==> config.mk <==
export PLATFORM = sky130hd
export DESIGN_NAME = if_fetch2
export DESIGN_NICKNAME = d
export VERILOG_FILES = /design/src/rtl/if_fetch2.sv
export SDC_FILE = /design/constraint.sdc
export NUM_CORES = 1
export LEC_CHECK = 0
export CAP_MARGIN = 20
export CORE_ASPECT_RATIO = 0.9
export CORE_MARGIN = 1.5
export CORE_UTILIZATION = 35
export DETAILED_ROUTE_END_ITERATION = 12
export GPL_TIMING_DRIVEN = 0
export SLEW_MARGIN = 20
export SYNTH_ARGS = -nofsm -noshare
export SYNTH_HDL_FRONTEND = slang
export SYNTH_SLANG_ARGS = --single-unit
==> constraint.sdc <==
create_clock -name clk -period 2.3 [get_ports clk]
set_clock_uncertainty 0.05 [all_clocks]
set_input_delay 0.46 -clock clk [delete_from_list [all_inputs] [get_ports clk]]
set_output_delay 0.46 -clock clk [all_outputs]
set_load 0.01 [all_outputs]
==> src/rtl/if_fetch2.sv <==
// Dual-issue fetch: owns the PC and issues 8B-aligned requests. Each 64-bit response becomes up to two slots.
// Latency: a response reaches the output regs on the edge after imem_rvalid. Full/stop hold the outputs, with one spare pair in pending.
// Optional IF_PREDECODE_EN: static JAL / backward-branch prediction on captured slots.
module if_fetch2 #(
  parameter int              PC_W     = 32,
  parameter int              INST_W   = 32,
  parameter logic [PC_W-1:0] RESET_PC = '0
) (
  input  logic              clk,
  input  logic              rst,
  input  logic              stop,
  input  logic              instbuf_full,
  input  logic              branch_flag,
  input  logic [PC_W-1:0]   branch_pc,
  output logic              imem_req,
  output logic [PC_W-1:0]   imem_addr,
  input  logic              imem_ready,
  input  logic              imem_rvalid,
  input  logic [63:0]       imem_rdata,
  output logic              out1_valid,
  output logic [INST_W-1:0] out1_inst,
  output logic [PC_W-1:0]   out1_pc,
  output logic [PC_W-1:0]   out1_npc,
  output logic              out2_valid,
  output logic [INST_W-1:0] out2_inst,
  output logic [PC_W-1:0]   out2_pc,
  output logic [PC_W-1:0]   out2_npc
);

  typedef enum logic [1:0] {S_REQ, S_WAIT, S_HOLD} state_t;

  state_t            state;
  logic [PC_W-1:0]   pc;
  logic              drop;
  logic              pend_valid, pend2_valid;
  logic [INST_W-1:0] pend1_inst, pend2_inst;
  logic [PC_W-1:0]   pend1_pc, pend1_npc, pend2_pc, pend2_npc;

  logic              consume;
  logic [INST_W-1:0] s1_inst, s2_inst;
  logic [PC_W-1:0]   s1_pc, s1_npc, s2_pc, s2_npc, nxt_pc;
  logic              s2_vld;

  assign consume   = out1_valid && !instbuf_full && !stop;
  assign imem_req  = rst && (state == S_REQ) && !stop && !branch_flag;
  assign imem_addr = {pc[PC_W-1:3], 3'b000};

`ifdef IF_PREDECODE_EN
  // Returns {taken, target}: JAL always, conditional branches only when backward.
  function automatic logic [PC_W:0] predict(input logic [INST_W-1:0] inst, input logic [PC_W-1:0] ipc);
    logic [20:0] jimm;
    logic [12:0] bimm;
    jimm = {inst[31], inst[19:12], inst[20], inst[30:21], 1'b0};
    bimm = {inst[31], inst[7], inst[30:25], inst[11:8], 1'b0};
    predict = '0;
    if (inst[6:0] == 7'b1101111)
      predict = {1'b1, ipc + {{(PC_W-21){jimm[20]}}, jimm}};
    else if (inst[6:0] == 7'b1100011 && inst[31])
      predict = {1'b1, ipc + {{(PC_W-13){bimm[12]}}, bimm}};
  endfunction
`endif

  always_comb begin
    s1_inst = pc[2] ? imem_rdata[32 +: INST_W] : imem_rdata[INST_W-1:0];
    s1_pc   = pc;
    s1_npc  = pc + PC_W'(4);
    s2_vld  = !pc[2];
    s2_inst = imem_rdata[32 +: INST_W];
    s2_pc   = pc + PC_W'(4);
    s2_npc  = pc + PC_W'(8);
    nxt_pc  = pc[2] ? pc + PC_W'(4) : pc + PC_W'(8);
`ifdef IF_PREDECODE_EN
    begin
      logic [PC_W:0] p1, p2;
      p1 = predict(s1_inst, s1_pc);
      p2 = predict(s2_inst, s2_pc);
      if (p1[PC_W]) begin
        s1_npc = p1[PC_W-1:0];
        s2_vld = 1'b0;
        nxt_pc = p1[PC_W-1:0];
      end else if (s2_vld && p2[PC_W]) begin
        s2_npc = p2[PC_W-1:0];
        nxt_pc = p2[PC_W-1:0];
      end
    end
`endif
  end

  always_ff @(posedge clk or negedge rst) begin
    if (!rst) begin
      state       <= S_REQ;
      pc          <= RESET_PC;
      drop        <= 1'b0;
      pend_valid  <= 1'b0;
      pend2_valid <= 1'b0;
      pend1_inst  <= '0;
      pend1_pc    <= '0;
      pend1_npc   <= '0;
      pend2_inst  <= '0;
      pend2_pc    <= '0;
      pend2_npc   <= '0;
      out1_valid  <= 1'b0;
      out1_inst   <= '0;
      out1_pc     <= '0;
      out1_npc    <= '0;
      out2_valid  <= 1'b0;
      out2_inst   <= '0;
      out2_pc     <= '0;
      out2_npc    <= '0;
    end else if (branch_flag) begin
      out1_valid <= 1'b0;
      out2_valid <= 1'b0;
      pend_valid <= 1'b0;
      pc         <= {branch_pc[PC_W-1:2], 2'b00};
      // An in-flight request whose data has not arrived yet must be swallowed later.
      if (state == S_WAIT && !imem_rvalid) begin
        drop  <= 1'b1;
        state <= S_WAIT;
      end else begin
        drop  <= 1'b0;
        state <= S_REQ;
      end
    end else begin
      if (consume) begin
        out1_valid <= 1'b0;
        out2_valid <= 1'b0;
      end
      case (state)
        S_REQ: if (imem_req && imem_ready) state <= S_WAIT;
        S_WAIT: begin
          if (imem_rvalid && drop) begin
            drop  <= 1'b0;
            state <= S_REQ;
          end else if (imem_rvalid) begin
            pc <= nxt_pc;
            if (!out1_valid || consume) begin
              out1_valid <= 1'b1;
              out1_inst  <= s1_inst;
              out1_pc    <= s1_pc;
              out1_npc   <= s1_npc;
              out2_valid <= s2_vld;
              out2_inst  <= s2_inst;
              out2_pc    <= s2_pc;
              out2_npc   <= s2_npc;
              state      <= S_REQ;
            end else begin
              pend_valid  <= 1'b1;
              pend1_inst  <= s1_inst;
              pend1_pc    <= s1_pc;
              pend1_npc   <= s1_npc;
              pend2_valid <= s2_vld;
              pend2_inst  <= s2_inst;
              pend2_pc    <= s2_pc;
              pend2_npc   <= s2_npc;
              state       <= S_HOLD;
            end
          end
        end
        S_HOLD: begin
          if (consume) begin
            out1_valid <= pend_valid;
            out1_inst  <= pend1_inst;
            out1_pc    <= pend1_pc;
            out1_npc   <= pend1_npc;
            out2_valid <= pend_valid && pend2_valid;
            out2_inst  <= pend2_inst;
            out2_pc    <= pend2_pc;
            out2_npc   <= pend2_npc;
            pend_valid <= 1'b0;
            state      <= S_REQ;
          end
        end
        default: state <= S_REQ;
      endcase
    end
  end

endmodule
==> results.cfg, run 1 <==
[pwr]
p_leak_nw = 10.30
power_density_nw_per_um2 = 1045
p_sw_mw = 8.129
clock_power_share_pct = 26.4
p_int_mw = 16.38
total_power_mw = 24.51
switching_share_pct = 33.17
power.share.sequential_pct = 36.5
combPwrFrac_pct = 37.1
vdd_drop_max_v = 0.0005415

[global_route]
grt_pass1_vias = 14270
antenna_found_initial = 0
grt_remaining_overflow = 0
track_usage_pct = 24.69
grt_pass1_wl_mm = 92.22
grt_start_max_net_pins = 99

[sta]
setup_slack_ns = 0.002118
relSlewSlack_pct = 50.44
hold_viol = 0
slew_viol_final = 0
fmax_ghz = 0.4352
period_minus_slack_ns = 2.298
worstMarginPinSlew_ns = 0.7434
timing.final.crit_share_pct = 99.91
fin_setup_tns_ns = 0
rsz0062_at_grt = yes
setup_viol = 0

[synthesis]
synth_ff_type = dfrtp_1
synth-seq-cells = 342
syn-instance-count = 1706
netlist_area_um2 = 16920
synth_top_area_cell = dfrtp_1
yosysUniqueCellTypes = 63
synth_warnings = 0
seq_area_frac_synth_pct = 50.59
syn_area_per_cell_um2 = 9.916
synthArstFlopShare_pct = 100.0
synth_edf_count = 0
synthTopCellsByArea = dfrtp_1 51%, nand2_1 6.5%, mux2i_1 5.7%, o21ai_0 4.8%, mux2_4 3.9%
netlist.area_leader.share_pct = 50.59

[hold_path]
hold_class = primary input to flip-flop
worst_hold_path.num_cells = 3
hold_end = pc[28]$_DFFE_PN0P_
hp-start = branch_pc[28]

[setup_path]
r2r-start = state[1]$_DFFE_PN0P_
reg2reg_to = pend1_pc[23]$_DFFE_PN0P_
max_stage_delay_ns = 0.39
crit_family = buffers and inverters
crit_chain = inv_2 > ha_4 > inv_4 > or3_4 > or2_4 > buf_8 > clkbuf_16 > clkbuf_16 > mux2_4
r2r_cells = 9
cp.arrival_ns = 2.68
cp_max_fo = 7
cp-start-kind = flip-flop
cp_common_cell = clkbuf_16
endpoint_kind = flip-flop
worstPathRequired_ns = 2.68
ff2ff_setup_slack_ns = 0.002
slowest_stage = dfrtp_1
worstPathBufferInverterCount = 5
path_class = flip-flop to flip-flop

[floorplan]
std_cell_rows = 76
die_h_um = 211.6
ios = 330
die-area_um2 = 49660
core-area_um2 = 47830
initial_core_util_pct = 35.37
die_w_um = 234.7

[place]
placedCellCount = 2659
numPortBuffers = 316
pre_cts_slack_ns = -1.665
gp_congestion = 0.9071
place_area_um2 = 20990
dp_hpwl_mm = 45.10

[run]
drv_cap = 0

[drt]
drc_errors = 0
drt_iter0_markers = 1258
wl_per_cell_um = 22.47
vias = 14520
drt-total-wl_mm = 62.11
ant_nets = 0
first_pass_iters = 5
via_per_inst = 5.254

[finish]
regArea_um2 = 8562
area_growth_pct = 38.70
final_cells = 2764
layout-drive-gt1-share_pct = 19.39
multi_input_area_um2 = 7501
fillers = 4361
fin_area_um2 = 23460
num-nets-final = 2223
final_common_cell = dfrtp_1
layout_common_cells = 339 x dfrtp_1, 313 x clkdlybuf4s50_1, 288 x nand2_1
n_antenna_cell = 0

[clock_network]
worst_skew_pair.late_latency_ns = 0.56
htree_levels = 2
clkTransAtPathRegs_ns = 0.06
clk_path_buf_depth = 3
root_buffer = clkbuf_16
cts_tree = done
cts_buffers = 39
clock-sinks = 342

[status]
status = finished, final reports clean
[registers in the layout (all words and copies together), names as in the netlist]
register / flops
out1_inst: 32
out2_inst: 32
pend1_inst: 32
pend2_inst: 32
out1_pc: 30
out2_pc: 30
pc: 30
pend1_pc: 30
pend2_pc: 30
out2_npc: 29
pend2_npc: 29
state: 2
drop: 1
out1_valid: 1
out2_valid: 1
pend_valid: 1
[Yosys cell counts (5+ instances only)]
library cell and instances:
nor3_1 22, nand2_1 294, o21ai_0 163, buf_6 12, o22ai_1 11, o21ai_1 76
nor4_1 7, xor2_1 43, o31ai_1 5, o211ai_1 16, a31oi_1 5, nand4_1 19
inv_1 10, nor2b_1 5, a21o_1 7, dfrtp_1 342, mux2i_1 97, mux2_4 44
a21oi_1 58, nand3_1 43, ha_1 8, mux2_2 26, clkbuf_1 73, buf_1 8
xnor2_1 32, buf_4 77, nor2_1 88, buf_2 39, a211oi_1 8
[what timing repair did]
item                       4_1_cts  5_1_grt
gates resized for setup        120       85
cloned                           2        5
setup endpoints to repair      335      297
hold endpoints to repair        64        0
hold buffers                     9        0
buffers inserted                 8       16
pin swaps                        5        7
[tightest hold or removal path, cell delays in order]
cell and delay (ns):
clkdlybuf4s50_1 0.40, nand2_1 0.08, o21ai_1 0.06
[power groups by stage]
stage,sequential (mW),clock [mW],combinational (mW)
floorplan,9.30,0,3.35
global placement,8.99,0,8.61
detailed placement,9.04,0,8.73
CTS,8.95,6.58,9.01
global route,9.16,6.82,9.78
finish,8.95,6.48,9.08
[metrics by stage]
stage          utilization [%]  hold slack [ns]
2_1_floorplan                -           0.1144
3_3_place_gp             43.69           0.4105
3_5_place_dp             43.87           0.4187
4_1_cts                  48.03           0.3830
5_1_grt                  49.05           0.4195
6_report                 49.05           0.4240
[worst max-delay path by stage]
stage / end / cells after the start / start
4_1_cts: out1_pc[14]$_DFFE_PN0P_ / 10 / state[0]$_DFFE_PN0P_
3_5_place_dp: out2_pc[21]$_DFFE_PN0P_ / 9 / stop
3_3_place_gp: out2_pc[11]$_DFFE_PN0P_ / 1 / rst
2_1_floorplan: pend1_pc[19]$_DFFE_PN0P_ / 9 / state[1]$_DFFE_PN0P_
5_1_grt: out1_inst[3]$_DFFE_PN0P_ / 7 / state[0]$_DFFE_PN0P_
6_report: pend1_pc[23]$_DFFE_PN0P_ / 9 / state[1]$_DFFE_PN0P_
[cells by family after synthesis]
kind of cell / after synthesis / synth area share (%)
xor gates and xnor gates: 75 / 3.883
muxes: 167 / 11.38
DFF: 342 / 50.59
AOI/OAI and AO/OA: 369 / 11.98
and+or+nand+nor: 523 / 14.12
other: 1 / 0.02217
adders and majority gates: 8 / 0.5917
buffers and inverters: 221 / 7.433
[final cells by class]
type	count	area share (%)
buffer	205	6.341
clock inverter	3	0.2453
inverter	12	0.2080
tap	624	3.328
multi-input combinational	1153	31.97
clock buffer	66	5.455
sequential	342	36.49
timing repair buffer	359	15.96
[routing by layer]
layer  global-route usage [%]  routed length (µm)  vias up
met5                        0                   0        -
met2                    39.30               28780      640
met4                    6.717                1374        0
met1                    35.21               27790     7215
li1                         -                   -     6579
met3                    3.547                4167       89
Note: power is estimated with default switching activity, not from simulation.
==> run 2, diff against run 1 <==
--- a/config.mk
+++ b/config.mk
@@ -11,6 +11,7 @@
 export CORE_UTILIZATION = 35
 export DETAILED_ROUTE_END_ITERATION = 12
 export GPL_TIMING_DRIVEN = 0
+export SKIP_CTS_REPAIR_TIMING = 1
 export SLEW_MARGIN = 20
 export SYNTH_ARGS = -nofsm -noshare
 export SYNTH_HDL_FRONTEND = slang
==> run 2 against run 1 <==
Net effect:
- maximum frequency up 0.60%
- largest cell class unchanged
- die area unchanged
- hold slack worse by 0.023 ns
- sequential share of layout area up 0.12 points
- flip-flop and latch count unchanged
- critical endpoint is now out2_npc[17]$_DFFE_PN0P_
- highest routed layer unchanged
==> results.cfg, run 2 (synthesis results as in run 1) <==
[clock_network]
worst_skew_pair.late_latency_ns = 0.56
cts_tree = done
clock-sinks = 342
htree_levels = 2
root_buffer = clkbuf_16
cts_buffers = 39
clkTransAtPathRegs_ns = 0.06
clk_path_buf_depth = 3

[drt]
ant_nets = 0
via_per_inst = 5.251
drt_iter0_markers = 1406
drt-total-wl_mm = 61.91
first_pass_iters = 5
vias = 14470
wl_per_cell_um = 22.46
drc_errors = 0

[sta]
worstMarginPinSlew_ns = 0.7201
fmax_ghz = 0.4378
hold_viol = 0
slew_viol_final = 0
period_minus_slack_ns = 2.284
relSlewSlack_pct = 51.99
setup_slack_ns = 0.01574
setup_viol = 0
timing.final.crit_share_pct = 99.32
rsz0062_at_grt = yes
fin_setup_tns_ns = 0

[floorplan]
die_h_um = 211.6
std_cell_rows = 76
die_w_um = 234.7
initial_core_util_pct = 35.37
ios = 330
die-area_um2 = 49660
core-area_um2 = 47830

[setup_path]
cp.arrival_ns = 2.67
endpoint = out2_npc[17]$_DFFE_PN0P_
endpoint_kind = flip-flop
cp-start-kind = flip-flop
cp_max_fo = 10
r2r_cells = 7
worstPathRequired_ns = 2.69
r2r-start = pc[11]$_DFFE_PN0P_
reg2reg_to = out2_npc[17]$_DFFE_PN0P_
path_class = flip-flop to flip-flop
ff2ff_setup_slack_ns = 0.02
crit_start = pc[11]$_DFFE_PN0P_

[place]
gp_congestion = 0.9071
numPortBuffers = 316
dp_hpwl_mm = 45.10
place_area_um2 = 20990
pre_cts_slack_ns = -1.665

[global_route]
grt_pass1_vias = 14100
antenna_found_initial = 0
grt_remaining_overflow = 0
grt_start_max_net_pins = 99
track_usage_pct = 24.21
grt_pass1_wl_mm = 90.69

[finish]
num-nets-final = 2215
layout-drive-gt1-share_pct = 19.18
n_antenna_cell = 0
area_growth_pct = 38.25
layout_common_cells = 339 x dfrtp_1, 311 x clkdlybuf4s50_1, 287 x nand2_1
fin_area_um2 = 23390
post-route-util_pct = 48.89
final_common_cell = dfrtp_1

[hold_path]
hold_class = primary input to flip-flop

[pwr]
vdd_drop_max_v = 0.0005405
power_density_nw_per_um2 = 1047
p_leak_nw = 10.26

[status]
status = finished, final reports clean

[run]
drv_cap = 0
run 2: worst min-delay path by stage:
| stage | from | cells past startpoint | to | slack, ns |
|---|---|---|---|---|
| after floorplan | rst | 0 | drop$_DFFE_PN0P_ | 0.11 |
| after global placement | out2_npc[7]$_DFFE_PN0P_ | 2 | out2_npc[7]$_DFFE_PN0P_ | 0.41 |
| after detailed placement | out2_inst[29]$_DFFE_PN0P_ | 2 | out2_inst[29]$_DFFE_PN0P_ | 0.42 |
| after CTS | rst | 1 | out2_inst[13]$_DFFE_PN0P_ | -0.18 |
| after global routing | rst | 3 | pend2_inst[10]$_DFFE_PN0P_ | 0.42 |
| final | branch_pc[28] | 3 | pc[28]$_DFFE_PN0P_ | 0.40 |
run 2: layout make-up:
type | instances | area (µm²)
sequential | 342 | 8562
inverter | 12 | 51.30
clock inverter | 3 | 57.56
timing repair buffer | 351 | 3661
clock buffer | 66 | 1280
multi-input combinational | 1153 | 7531
fill | 4366 | 24440
tap | 624 | 780.7
buffer | 205 | 1463
run 2: routing by layer:
layer	track usage (%)	up-vias	wire, µm
li1	-	6564	-
met1	34.31	7214	27780
met2	38.47	601	28490
met3	3.651	94	4188
met4	6.941	0	1460
met5	0	-	0
run 2: power breakdown:
| part | internal [mW] | leakage (nW) | switching, mW | total (mW) |
|---|---|---|---|---|
| Clock | 3.90 | 0.655 | 2.59 | 6.49 |
| Sequential | 7.76 | 4.44 | 1.19 | 8.95 |
| Combinational | 4.69 | 5.17 | 4.34 | 9.04 |
run 2: metrics by stage:
stage	total power [mW]	hold WS [ns]	cells
2_1_floorplan	12.65	0.1144	1716
3_3_place_gp	17.60	0.4105	2656
3_5_place_dp	17.77	0.4187	2659
4_1_cts	24.30	-0.1754	2728
5_1_grt	25.72	0.4167	2756
6_report	24.47	0.4011	2756
run 2: worst max-delay path, stage by stage (launching register included):
cell and delay (ns):
dfrtp_1 0.40, buf_4 0.21, nand4_1 0.32, nor4_4 0.47, buf_4 0.19, nand3_1 0.10, xor2_1 0.30, o211ai_1 0.14
